[src/rtl/mem_seq_pkg.sv]
// Shared definitions for the Datapath control sequencer: opcodes, state
// encoding, control-bus bit map, fault codes and the per-state control word.
package mem_seq_pkg;

    localparam int OPCODE_W   = 5;
    localparam int CTRL_WIDTH = 20;

    localparam logic [OPCODE_W-1:0] OP_LD   = 5'b00000;
    localparam logic [OPCODE_W-1:0] OP_LDI  = 5'b00001;
    localparam logic [OPCODE_W-1:0] OP_ST   = 5'b00010;
    localparam logic [OPCODE_W-1:0] OP_NOP  = 5'b11010;
    localparam logic [OPCODE_W-1:0] OP_HALT = 5'b11011;

    // Encoding doubles as the debug T-state number.
    typedef enum logic [3:0] {
        S_T0    = 4'h0,
        S_T1    = 4'h1,
        S_T2    = 4'h2,
        S_T3    = 4'h3,
        S_T4    = 4'h4,
        S_T5    = 4'h5,
        S_T6    = 4'h6,
        S_T7    = 4'h7,
        S_FAULT = 4'hE,
        S_HALT  = 4'hF
    } state_t;

    typedef enum logic [1:0] {
        FC_NONE    = 2'd0,
        FC_ILLEGAL = 2'd1,
        FC_TIMEOUT = 2'd2
    } fault_code_t;

    localparam int C_PCOUT     = 0;
    localparam int C_PCIN      = 1;
    localparam int C_MARIN     = 2;
    localparam int C_INCPC     = 3;
    localparam int C_ZLOWIN    = 4;
    localparam int C_ZLOWOUT   = 5;
    localparam int C_MDRIN     = 6;
    localparam int C_MDROUT    = 7;
    localparam int C_MDMUXREAD = 8;
    localparam int C_RAMREAD   = 9;
    localparam int C_RAMWRITE  = 10;
    localparam int C_IRIN      = 11;
    localparam int C_GRB       = 12;
    localparam int C_GRA       = 13;
    localparam int C_BAOUT     = 14;
    localparam int C_RIN       = 15;
    localparam int C_ROUT      = 16;
    localparam int C_YIN       = 17;
    localparam int C_CSEOUT    = 18;
    localparam int C_ADD       = 19;

    function automatic logic [CTRL_WIDTH-1:0] ctrl_word(state_t s, logic [OPCODE_W-1:0] op);
        logic [CTRL_WIDTH-1:0] w;
        w = '0;
        case (s)
            S_T0: begin
                w[C_PCOUT] = 1'b1; w[C_MARIN] = 1'b1; w[C_INCPC] = 1'b1; w[C_ZLOWIN] = 1'b1;
            end
            S_T1: begin
                w[C_ZLOWOUT] = 1'b1; w[C_PCIN] = 1'b1; w[C_MDMUXREAD] = 1'b1;
                w[C_RAMREAD] = 1'b1; w[C_MDRIN] = 1'b1;
            end
            S_T2: begin
                w[C_MDROUT] = 1'b1; w[C_IRIN] = 1'b1;
            end
            S_T3: begin
                if (op == OP_LD || op == OP_LDI || op == OP_ST) begin
                    w[C_GRB] = 1'b1; w[C_BAOUT] = 1'b1; w[C_YIN] = 1'b1;
                end
            end
            S_T4: begin
                w[C_CSEOUT] = 1'b1; w[C_ADD] = 1'b1; w[C_ZLOWIN] = 1'b1;
            end
            S_T5: begin
                w[C_ZLOWOUT] = 1'b1;
                if (op == OP_LDI) begin
                    w[C_GRA] = 1'b1; w[C_RIN] = 1'b1;
                end else begin
                    w[C_MARIN] = 1'b1;
                end
            end
            S_T6: begin
                if (op == OP_ST) begin
                    w[C_GRA] = 1'b1; w[C_ROUT] = 1'b1; w[C_RAMWRITE] = 1'b1;
                end else begin
                    w[C_MDMUXREAD] = 1'b1; w[C_RAMREAD] = 1'b1; w[C_MDRIN] = 1'b1;
                end
            end
            S_T7: begin
                w[C_MDROUT] = 1'b1; w[C_GRA] = 1'b1; w[C_RIN] = 1'b1;
            end
            default: ;
        endcase
        return w;
    endfunction

endpackage

[src/rtl/mem_wait_timer.sv]
// Counts cycles spent waiting on RAM and flags when the wait budget is used up.
module mem_wait_timer #(
    parameter int TIMEOUT = 15,
    parameter int CW      = (TIMEOUT < 1) ? 1 : $clog2(TIMEOUT + 1)
) (
    input  logic clock,
    input  logic clear,
    input  logic enable,
    input  logic restart,
    output logic expired
);

    logic [CW-1:0] count;

    // Saturates so a disabled timeout can never wrap back to a small value.
    always_ff @(posedge clock or negedge clear) begin
        if (!clear)
            count <= '0;
        else if (restart)
            count <= '0;
        else if (enable && count != '1)
            count <= count + 1'b1;
    end

    assign expired = (TIMEOUT != 0) && (count == CW'(TIMEOUT));

endmodule

[src/rtl/mem_seq_ctrl.sv]
// Hardwired T-state sequencer driving the Datapath control bus, with RAM
// wait states, wait timeout, illegal-opcode fault and halt.
module mem_seq_ctrl
    import mem_seq_pkg::*;
#(
    parameter int OPW     = OPCODE_W,
    parameter int CTRL_W  = CTRL_WIDTH,
    parameter int TIMEOUT = 15
) (
    input  logic              clock,
    input  logic              clear,
    input  logic [OPW-1:0]    ir_opcode,
    input  logic              mem_ready,
    output logic [CTRL_W-1:0] ctrl,
    output logic              run,
    output logic              fault,
    output logic [1:0]        fault_code,
    output logic [3:0]        tstate
);

    state_t            state, state_next;
    fault_code_t       fc_q, fc_next;
    logic [OPW-1:0]    op_q, op_sel;
    logic [CTRL_W-1:0] ctrl_next;
    logic              mem_state, wait_en, expired;

    assign mem_state = (state == S_T1) || (state == S_T6);
    assign wait_en   = mem_state && !mem_ready;

    mem_wait_timer #(.TIMEOUT(TIMEOUT)) u_timer (
        .clock   (clock),
        .clear   (clear),
        .enable  (wait_en),
        .restart (!wait_en),
        .expired (expired)
    );

    // NOTE: sequential state uses <= so every flop samples pre-edge values.
    always_ff @(posedge clock or negedge clear) begin
        if (!clear) begin
            state <= S_T0;
            ctrl  <= '0;
            fc_q  <= FC_NONE;
            op_q  <= '0;
        end else begin
            state <= state_next;
            ctrl  <= ctrl_next;
            fc_q  <= fc_next;
            if (state == S_T3)
                op_q <= ir_opcode;
        end
    end

    // NOTE: defaults first so no path through the case can infer a latch.
    always_comb begin
        state_next = state;
        fc_next    = fc_q;
        case (state)
            S_T0: state_next = S_T1;
            S_T1: begin
                if (expired) begin
                    state_next = S_FAULT;
                    fc_next    = FC_TIMEOUT;
                end else if (mem_ready) begin
                    state_next = S_T2;
                end
            end
            S_T2: state_next = S_T3;
            S_T3: begin
                case (ir_opcode)
                    OP_LD, OP_LDI, OP_ST: state_next = S_T4;
                    OP_NOP:               state_next = S_T0;
                    OP_HALT:              state_next = S_HALT;
                    default: begin
                        state_next = S_FAULT;
                        fc_next    = FC_ILLEGAL;
                    end
                endcase
            end
            S_T4: state_next = S_T5;
            S_T5: state_next = (op_q == OP_LDI) ? S_T0 : S_T6;
            S_T6: begin
                if (expired) begin
                    state_next = S_FAULT;
                    fc_next    = FC_TIMEOUT;
                end else if (mem_ready) begin
                    state_next = (op_q == OP_LD) ? S_T7 : S_T0;
                end
            end
            S_T7:    state_next = S_T0;
            default: state_next = state;
        endcase
    end

    // The T3 word is looked up while still in T2, so the live opcode is used
    // there; later states use the copy captured in T3.
    always_comb begin
        op_sel     = ((state == S_T2) || (state == S_T3)) ? ir_opcode : op_q;
        ctrl_next  = ctrl_word(state_next, op_sel);
        run        = !((state == S_HALT) || (state == S_FAULT));
        fault      = (state == S_FAULT);
        fault_code = fc_q;
        tstate     = state;
    end

endmodule

[config.mk]
export PLATFORM = sky130hd
export DESIGN_NAME = mem_seq_ctrl
export DESIGN_NICKNAME = d
export VERILOG_FILES = /design/src/rtl/mem_seq_pkg.sv /design/src/rtl/mem_wait_timer.sv /design/src/rtl/mem_seq_ctrl.sv
export SDC_FILE = /design/constraint.sdc
export NUM_CORES = 1
export LEC_CHECK = 0
export BUFFER_PORTS_ARGS = -buffer_cell sky130_fd_sc_hd__buf_2
export CAP_MARGIN = 40
export CORE_MARGIN = 10
export CORE_UTILIZATION = 57
export CTS_CLUSTER_DIAMETER = 120
export DETAILED_ROUTE_END_ITERATION = 6
export GPL_TIMING_DRIVEN = 0
export HOLD_SLACK_MARGIN = 0.02
export PLACE_DENSITY_LB_ADDON = 0.1
export RECOVER_POWER = 100
export SLEW_MARGIN = 20
export SYNTH_ARGS = -nofsm -noshare
export SYNTH_HDL_FRONTEND = slang
export SYNTH_SLANG_ARGS = --single-unit
[constraint.sdc]
create_clock -name clock -period 4 [get_ports clock]
set_input_delay 0.2 -clock clock [delete_from_list [all_inputs] [get_ports clock]]
set_output_delay 0.2 -clock clock [all_outputs]
set_load 0.005 [all_outputs]
Yosys cells after proc, flatten, opt, wreduce, memory -nomap -nowiden

Index checks and enable logic that the tools add are counted.
Widths: inputs -> output; s select.

Add/sub/neg operators: 1
Multipliers: 0
Div/mod/pow operators: 0
Order comparisons: 0
Equality and inequality tests: 28
Shift-type cells: 0
Mux-type cells: 34
Bitwise operators: 0
Reduce and logical (&&, ||, !) cells: 22

Operators by type and width:

| operator            | count |
|---|---|
| $eq 4x3->1 const B  | 8 |
| $pmux 4 s8          | 1 |
| $mux 4              | 6 |
| $eq 4x2->1 const B  | 4 |
| $eq 5x1->1 const B  | 3 |
| $logic_not 5->1     | 3 |
| $mux 1              | 13 |
| $eq 4x4->1 const B  | 3 |
| $pmux 4 s3          | 1 |
| $eq 5x2->1 const B  | 2 |
| $eq 5x5->1 const B  | 2 |
| $eq 4x1->1 const B  | 2 |
| $logic_not 4->1     | 2 |
| $mux 2              | 4 |
| $pmux 2 s2          | 2 |
| $reduce_or 2->1     | 4 |
| $mux 3              | 2 |
| $pmux 1 s2          | 3 |
| $logic_or 1x1->1    | 5 |
| $mux 5              | 1 |
| $reduce_or 5->1     | 1 |
| $add 4x1->4 const B | 1 |
| $ne 2x2->1 const B  | 2 |
| $ne 4x4->1 const B  | 1 |
| other kinds (7)     | 9 |

Register bits: 35
Bits in latches: 0
RAM bits: 0
Bits in read-only memories: 0
Output and inout bits: 28
Memories kept: 0

Depth between registers and ports, before layout

Gate-level depths: netlist (run 1).

Word-level depth: 8
Gate-level depth with buffers: 7
Mapped depth without buffers: 6

By module

A second synthesis (run 1) with hierarchy kept.

Cell total of the unflattened synthesis: 150
Area total of the unflattened synthesis: 1524.0 µm²

Modules (own cells, without submodules):

| module         | instances | cells an instance | area each (µm²) | sequential area each (µm²) |
|---|---|---|---|---|
| mem_seq_ctrl   | 1         | 130               | 1295.0          | 600.6 |
| mem_wait_timer | 1         | 20                | 229.0           | 100.1 |

Worst setup path before layout (run 1)

OpenSTA, ideal clock, no wires.

Path type: register -> register
Start: register state[3], in the netlist tstate[3]
End: register ctrl[4]
Setup time: 133 ps
Arrival: 1511 ps
Slack: 2356 ps
Stages on the path, launching flop included: 8
Path buffers: 2
Path through: dfrtp_1 buf_2 nor3b_2 and2_1 buf_2 a211oi_2 a21oi_1 nor3_1

Elaborated cells between the ends (all ways): 17
Classes of those cells: 8 x eq/ne; 6 x mux; 3 x reduce/logical

RTL lines:

| item                                                 | RTL line           | text |
|---|---|---|
| start, declared                                      | mem_seq_ctrl.sv:21 | `state_t state, state_next;` |
| start signal, assigned                               | mem_seq_ctrl.sv:46 | `state <= state_next;` |
| $eq 4x3->1, or another cell as far along             | mem_seq_ctrl.sv:58 | `case (state)` |
| $pmux 4 s8 (*)                                       | mem_seq_ctrl.sv:58 |  |
| named net state_next[1]                              | mem_seq_ctrl.sv:21 |  |
| $eq 4x3->1 / $logic_not 4->1 (equally long branches) | mem_seq_pkg.sv:58  | `case (s)` |
| $reduce_or 2->1 (no line) (*)                        | -                  |  |
| $mux 1 (*)                                           | mem_seq_pkg.sv:58  |  |
| named net ctrl_next[4]                               | mem_seq_ctrl.sv:24 | `logic [CTRL_W-1:0] ctrl_next;` |
| end signal, assigned                                 | mem_seq_ctrl.sv:47 | `ctrl <= ctrl_next;` |
| end, declared                                        | mem_seq_ctrl.sv:14 | `output logic [CTRL_W-1:0] ctrl,` |

The timed path passes the listed nets; every way through them passes the cells marked *.
A chain may end at the register's enable or synchronous reset.

Final worst setup path (run 1)

Ends and elaborated chain as after synthesis.

==> results of run 1 <==
## state kept, by name, summed over array words and instances, names as in the netlist
name / cells
fault_code: 2
op_q: 5
u_timer.count: 4
tstate: 4
ctrl: 13
## report_power, final
part,internal [mW],switching (mW)
Combinational,0.166,0.283
Clock,0.0557,0.0816
Sequential,0.346,0.0635
Total,0.567,0.428
## worst paths after layout
check / cells after the start / end / slack [ns]
setup / recovery: 7 / ctrl[4] / 1.42
hold / removal: 3 / op_q[1] / 0.11
setup reg to reg: 7 / ctrl[4] / 1.42
hold reg to reg: 2 / fault_code[0] / 0.52
max in group asynchronous: 2 / op_q[1] / 2.44
min in group asynchronous: 2 / ctrl[15] / 0.73
## through the flow
step / power (mW) / std cells / util / hold WS (ns) / instance area [um2]
2_1_floorplan: 0.7252 / 168 / - / -0.09559 / 1546
3_3_place_gp: 0.8694 / 232 / 0.6954 / 0.2272 / 1754
3_5_place_dp: 0.8807 / 232 / 0.6954 / 0.2439 / 1754
4_1_cts: 1.022 / 237 / 0.7138 / 0.09855 / 1800
5_1_grt: 1.078 / 237 / 0.6910 / 0.1132 / 1743
6_report: 0.9955 / 237 / 0.6910 / 0.1064 / 1743
## cell families after synthesis
family / count (synthesis)
AND/OR/NAND/NOR: 81
flip-flops: 28
buffers and inverters: 20
adder cells (fa/ha/maj): 1
XOR/XNOR: 1
AO/OA/AOI/OAI: 37
## worst max-delay path, stage by stage (launching register included)
cell,delay (ns)
sky130_fd_sc_hd__dfrtp_1,0.40
sky130_fd_sc_hd__clkbuf_1,0.18
sky130_fd_sc_hd__nor3b_1,0.67
sky130_fd_sc_hd__and2_0,0.22
sky130_fd_sc_hd__clkbuf_1,0.33
sky130_fd_sc_hd__a211oi_1,0.21
sky130_fd_sc_hd__a21oi_1,0.33
sky130_fd_sc_hd__nor3_1,0.10
## per-layer routing
metal  vias up  track usage  part of all wire
met5         -            0                 0
met4         0      0.04516             0.018
met3        10      0.04218             0.096
met2        72       0.2391              0.47
met1       650       0.1966              0.42
li1        673            -                 -
## final cells by class
cell class / instances / area [um2]
buffer: 14 / 88.84
clock buffer: 4 / 36.28
fill: 220 / 779.5
inverter: 6 / 22.52
multi-input combinational: 120 / 704.4
sequential: 28 / 700.7
tap: 30 / 37.54
timing repair buffer: 35 / 152.6
## cells in the final DEF, fill, tap and decap left out, types with 2 or more instances in the layout
master	synthesis	final
sky130_fd_sc_hd__a211oi_1	2	4
sky130_fd_sc_hd__a21o_1	2	2
sky130_fd_sc_hd__a21oi_1	5	5
sky130_fd_sc_hd__a31oi_1	3	3
sky130_fd_sc_hd__and3_1	5	5
sky130_fd_sc_hd__buf_2	5	14
sky130_fd_sc_hd__buf_4	7	3
sky130_fd_sc_hd__clkbuf_1	0	26
sky130_fd_sc_hd__clkbuf_4	0	7
sky130_fd_sc_hd__dfrtp_1	28	28
sky130_fd_sc_hd__inv_1	6	6
sky130_fd_sc_hd__nand2_1	27	27
sky130_fd_sc_hd__nand2b_1	2	2
sky130_fd_sc_hd__nand3_1	7	8
sky130_fd_sc_hd__nor2_1	15	15
sky130_fd_sc_hd__nor2b_1	3	3
sky130_fd_sc_hd__nor3_1	7	7
sky130_fd_sc_hd__nor3b_1	2	3
sky130_fd_sc_hd__nor4_2	2	2
sky130_fd_sc_hd__nor4b_1	2	2
sky130_fd_sc_hd__o21ai_0	7	8
sky130_fd_sc_hd__o32ai_1	2	2
==> results by group, run 1 <==
Yosys
  – Most repeated cell in the gate-level netlist after synthesis: sky130_fd_sc_hd__dfrtp_1
  – Compound-cell area share of the yosys netlist: 0.1828
  – Proportion of synthesized area in mux cells: 0
  – Primary FF master, synth: sky130_fd_sc_hd__dfrtp_1
  – Most common library cells after synthesis: sky130_fd_sc_hd__dfrtp_1, sky130_fd_sc_hd__nand2_1, sky130_fd_sc_hd__nor2_1
  – Number of warnings printed during yosys synthesis: 0
  – Sequential-to-total area share from yosys stat: 0.4531
  – Cell taking the most area after synthesis: sky130_fd_sc_hd__dfrtp_1
  – Number of nets in the synthesized netlist: 177
  – Synthesized-area fraction occupied by adder cells: 0.008091
  – Simple-gate share of the synthesized area: 0.2759
  – Synth cell types: 47
  – Syn_area_per_cell: 9.205 um2
  – Fraction of synthesized cell area in xor and xnor cells: 0.005663
  – Synthesized instance count: 168
  – Post-synth top area share: 0.4531
  – FFs w/ async S/R, synth: 1.000
  – Combined area of all synthesized cells: 1546 um2
  – Synth top area cells: sky130_fd_sc_hd__dfrtp_1, sky130_fd_sc_hd__nand2_1, sky130_fd_sc_hd__nor2_1, sky130_fd_sc_hd__buf_4, sky130_fd_sc_hd__a211oi_2
  – Number of synthesized flops with an enable pin: 0
  – Count of state elements after synthesis: 28
  – Main combinational cell family by area after synthesis: simple AND/OR/NAND/NOR gates

Placement
  – Global placer's final weighted congestion: 0.9113
  – Worst slack, placed: 1.947 ns
  – HPWL reported at the end of detailed placement: 2.918 mm
  – Quantity of I/O buffers inserted on ports: 34

GRT
  – Total track usage: 0.1517
  – Number of antenna violations at the first check in global routing: 0
  – Vias in the first global route: 1378
  – Total global routing overflow: 0
  – Pin count of the biggest net entering global routing: 29
  – First-pass GRT wire length: 6.637 mm

Floorplanning
  – Full die area: 5196 um2
  – Die Y-Extent: 72.09 um
  – Width of the die: 72.09 um
  – Top Ports: 36
  – Rows: 18
  – Starting Density: 0.6131
  – Floorplan core area: 2522 um2

Final layout
  – Antenna cell count: 0
  – Layout overhead on the synthesized area: 12.70%
  – Final layout net count: 217
  – Fraction of layout cells with a size suffix above 1: 0.1449

Timing
  – Worst Clk Skew: 0.006112 ns
  – Fin. max-slew vios: 0
  – Final Hold Violating Endpoints: 0
  – Setup repair after global routing missed its margin: no
  – Transition time at the pin with the least slew margin: 1.436 ns
  – Setup_tns: 0 ns
  – Worst max-slew margin expressed relative to the limit: 0.04235
  – Max Freq: 0.3873 GHz
  – Smallest setup slack after layout: 1.418 ns
  – Final worst path period share: 0.6456
  – Setup Viol. Count Final: 0
  – Final Critical Period: 2.582 ns

Hold path
  – Hold/Removal Path Class: input pin to flop
  – Launch instance of the worst min-delay path: ir_opcode[1]

Critical path
  – Origin of the critical flop-to-flop path: tstate[3]
  – Worst setup path category: flop to flop
  – Worst setup startpoint: tstate[3]
  – Critical path endpoint category: flop
  – Kind of start point of the critical path: flop
  – Largest fanout of any net on the critical path: 9
  – CP required: 4.19 ns
  – Data arrival, critical path: 2.78 ns

Detailed routing
  – Number of DRC violations after detailed routing: 0
  – Violation count after the first detailed-route iteration: 138
  – Post-DR wirelength/cell: 16.20 um
  – Total vias in the final route: 1405
  – Vias per std cell: 5.928
  – Detail Route Antenna Nets: 0
  – Total wirelength of the detailed-routed design: 3.839 mm
  – Total iterations of the first detailed-routing run: 5

Flow run
  – Number of maximum-capacitance violations: 0

Clock tree
  – TritonCTS clock tree: done
  – Root buffer selected by CTS: sky130_fd_sc_hd__clkbuf_4
  – Clock latency on the worst-skew pair: 0.33 ns
  – Clock edge transition at the registers on the reported setup and hold paths: 0.15 ns
  – Max H-tree Level: 1
  – Count of buffers added by post-CTS timing repair for setup: 0
  – Cts hold-fix bufs: 1
  – Resize count post-CTS: 0
  – Clock sinks: 28
  – Largest buffer count on any clock path: 2
  – Total clock buffers created by CTS: 3

Power and ir drop
  – Power density over the cells: 571.1 nW/um2
  – Worst IR Drop VDD: 0.0003632 V
  – Leakage: 0.8005 nW

Status
  – Result of the run: complete, no violations
No activity file was read; power rests on OpenSTA's default activity.
==> inputs of run 2 (changes only) <==
- CORE_UTILIZATION: 57 -> 48
- clock period: 4 -> 2.1 ns (I/O delays scaled with it)
==> results by group, run 2 (synthesis results as in run 1) <==
Power and ir drop
  – Leakage: 0.8409 nW (was 0.8005 nW)
  – Switching power total: 0.8739 mW (was 0.4280 mW)
  – Fraction of power consumed by combinational cells: 0.470 (was 0.451)
  – Power Internal: 1.129 mW (was 0.5674 mW)
  – Total power: 2.002 mW (was 0.9955 mW)
  – Sequential fraction of design power: 0.396 (was 0.411)
  – Sw Share: 0.4364 (was 0.4300)
  – Power density over the cells: 1069 nW/um2 (was 571.1 nW/um2)
  – Worst IR Drop VDD: 0.0005254 V (was 0.0003632 V)
  – Clock power frac: 0.134 (was 0.138)

Placement
  – Quantity of I/O buffers inserted on ports: 34 (unchanged)
  – Instance count after placement with tap cells included: 246 (was 232)
  – Global placer's final weighted congestion: 0.8999 (was 0.9113)
  – Placed inst area: 1772 um2 (was 1754 um2)
  – HPWL reported at the end of detailed placement: 2.899 mm (was 2.918 mm)
  – Worst slack, placed: 0.1100 ns (was 1.947 ns)

Detailed routing
  – Highest signal layer in the routed design: met4 (unchanged)
  – Vias per std cell: 5.545 (was 5.928)
  – Detail Route Antenna Nets: 0 (unchanged)
  – Routed length on met3: 311 um (was 370 um)
  – Routed wl met2: 1.804 mm (was 1.797 mm)
  – Post-DR wirelength/cell: 15.45 um (was 16.20 um)
  – Post-route met1 wirelength: 1.788 mm (was 1.603 mm)
  – Total wirelength of the detailed-routed design: 3.940 mm (was 3.839 mm)
  – Total vias in the final route: 1414 (was 1405)
  – Violation count after the first detailed-route iteration: 121 (was 138)
  – Total iterations of the first detailed-routing run: 4 (was 5)
  – Number of DRC violations after detailed routing: 0 (unchanged)

Critical path
  – Worst setup path category: flop to flop (unchanged)
  – Data arrival, critical path: 2.18 ns (was 2.78 ns)
  – CP required: 2.33 ns (was 4.19 ns)
  – Critical path endpoint category: flop (unchanged)
  – Worst stage delay on the critical path: 0.40 ns (was 0.67 ns)
  – Kind of start point of the critical path: flop (unchanged)
  – Crit-path cells: buf_2 -> nor3b_4 -> and2_1 -> buf_2 -> a211oi_2 -> a21oi_1 -> nor3_1 (was clkbuf_1 -> nor3b_1 -> and2_0 -> clkbuf_1 -> a211oi_1 -> a21oi_1 -> nor3_1)
  – Standard cell with the maximum stage delay on the critical path: sky130_fd_sc_hd__dfrtp_1 (was sky130_fd_sc_hd__nor3b_1)
  – FF-to-FF setup slack: 0.15 ns (was 1.42 ns)
  – Cell repeated most along the worst path: sky130_fd_sc_hd__buf_2 (was sky130_fd_sc_hd__clkbuf_1)
  – Largest fanout of any net on the critical path: 9 (unchanged)

GRT
  – Number of antenna violations at the first check in global routing: 0 (unchanged)
  – Pin count of the biggest net entering global routing: 29 (unchanged)
  – Total track usage: 0.1343 (was 0.1517)
  – First-pass GRT wire length: 6.699 mm (was 6.637 mm)
  – Total global routing overflow: 0 (unchanged)
  – Vias in the first global route: 1318 (was 1378)

Final layout
  – Antenna cell count: 0 (unchanged)
  – Max reg flops: 13 (unchanged)
  – Leading cell types in the layout, fill and taps excluded: sky130_fd_sc_hd__dfrtp_1, sky130_fd_sc_hd__nand2_1, sky130_fd_sc_hd__clkbuf_1, sky130_fd_sc_hd__buf_2, sky130_fd_sc_hd__nor2_1 (was sky130_fd_sc_hd__dfrtp_1, sky130_fd_sc_hd__nand2_1, sky130_fd_sc_hd__clkbuf_1, sky130_fd_sc_hd__nor2_1, sky130_fd_sc_hd__buf_2)
  – Leading registers by flop count: ctrl: 13 flops, op_q: 5 flops (unchanged)
  – Final layout net count: 221 (was 217)
  – Most common cell after layout, fill and taps aside: sky130_fd_sc_hd__dfrtp_1 (unchanged)
  – Fraction of layout cells with a size suffix above 1: 0.1991 (was 0.1449)
  – Number of cells in the finished layout apart from fillers: 255 (was 237)
  – Share of the core filled with cells: 0.6085 (was 0.6910)
  – Layout overhead on the synthesized area: 21.12% (was 12.70%)
  – Cell area after layout: 1873 um2 (was 1743 um2)
  – Filler cell count in the final layout: 294 (was 220)
  – Biggest register: ctrl (unchanged)

Timing
  – Max Freq: 0.5139 GHz (was 0.3873 GHz)
  – Final Hold Violating Endpoints: 0 (unchanged)
  – Setup_tns: 0 ns (unchanged)
  – Smallest setup slack after layout: 0.1539 ns (was 1.418 ns)
  – Transition time at the pin with the least slew margin: 1.494 ns (was 1.436 ns)
  – Setup Viol. Count Final: 0 (unchanged)
  – Setup repair after global routing missed its margin: no (unchanged)
  – Final worst path period share: 0.9267 (was 0.6456)
  – Worst Clk Skew: 0.002473 ns (was 0.006112 ns)
  – Final Critical Period: 1.946 ns (was 2.582 ns)
  – Fin. max-slew vios: 0 (unchanged)
  – Worst max-slew margin expressed relative to the limit: 0.003702 (was 0.04235)
  – Hold_ws: 0.1174 ns (was 0.1064 ns)

Clock tree
  – Clock edge transition at the registers on the reported setup and hold paths: 0.15 ns (about the same)
  – Clock sinks: 28 (unchanged)
  – TritonCTS clock tree: done (unchanged)
  – Clock latency on the worst-skew pair: 0.34 ns (was 0.33 ns)
  – Root buffer selected by CTS: sky130_fd_sc_hd__clkbuf_4 (unchanged)
  – Largest buffer count on any clock path: 2 (unchanged)
  – Max H-tree Level: 1 (unchanged)
  – Total clock buffers created by CTS: 3 (unchanged)

Status
  – Result of the run: complete, no violations (unchanged)

Floorplanning
  – Rows: 20 (was 18)
  – Full die area: 5892 um2 (was 5196 um2)
  – Top Ports: 36 (unchanged)
  – Floorplan core area: 3078 um2 (was 2522 um2)
  – Starting Density: 0.5024 (was 0.6131)
  – Die Y-Extent: 76.76 um (was 72.09 um)
  – Width of the die: 76.76 um (was 72.09 um)

Hold path
  – Hold/Removal Path Class: input pin to flop (unchanged)

Flow run
  – Number of maximum-capacitance violations: 0 (unchanged)
[run 2: cell types whose count changed in the layout (fill, tap and decap cells not counted), moves of 2 or more]
cell	delta
sky130_fd_sc_hd__buf_2	+3
sky130_fd_sc_hd__dlygate4sd3_1	+4
sky130_fd_sc_hd__nand3_2	+2
sky130_fd_sc_hd__a211oi_2	+3
sky130_fd_sc_hd__a211oi_1	-3
sky130_fd_sc_hd__clkbuf_1	-3
sky130_fd_sc_hd__nand3_1	-2
[run 2: metal layers]
| metal | GRT usage | up-vias |
|---|---|---|
| li1 | - | 683 |
| met3 | 0.03380 | 3 |
| met5 | 0 | - |
| met4 | 0.04647 | 0 |
| met1 | 0.1772 | 667 |
| met2 | 0.2066 | 61 |
[run 2: critical path: cells and delay by family (launching register included)]
| kind | cells | cell delay (ns) |
|---|---|---|
| AND/OR/NAND/NOR | 3 | 0.58 |
| AO/OA/AOI/OAI | 2 | 0.45 |
| flip-flops | 1 | 0.40 |
| buffers and inverters | 2 | 0.40 |
[run 2: path summary, 6_finish.rpt]
kind,start,to,cells after the start
setup / recovery,tstate[3],ctrl[4],7
hold / removal,ir_opcode[0],op_q[0],3
setup reg to reg,tstate[3],ctrl[4],7
hold reg to reg,fault_code[0],fault_code[0],2
max in group asynchronous,clear,ctrl[16],2
min in group asynchronous,clear,ctrl[18],2
[run 2: power groups by stage]
| stage | Combinational, mW | Sequential [mW] | Clock, mW |
|---|---|---|---|
| 2_1_floorplan | 0.614 | 0.767 | 0 |
| 3_3_place_gp | 0.901 | 0.777 | 0 |
| 3_5_place_dp | 0.896 | 0.779 | 0 |
| 4_1_cts | 0.908 | 0.769 | 0.272 |
| 5_1_grt | 1.05 | 0.816 | 0.305 |
| 6_report | 0.941 | 0.793 | 0.268 |
[run 2: timing repair]
item | 4_1_cts | 5_1_grt
endpoints found under the hold margin | 32 | 0
hold buffers | 5 | 0
endpoints found under the setup margin | 0 | 10
setup buffers | 0 | 0
gates resized for setup | 0 | 8
[run 2: area by class of cell]
type | count | area (um2) | area share
Buffer | 14 | 92.59 | 0.04943
Timing Repair Buffer | 39 | 192.7 | 0.1029
Inverter | 6 | 22.52 | 0.01202
Multi-Input combinational cell | 120 | 773.2 | 0.4128
Sequential cell | 28 | 700.7 | 0.3741
Tap cell | 44 | 55.05 | 0.02939
Clock buffer | 4 | 36.28 | 0.01937
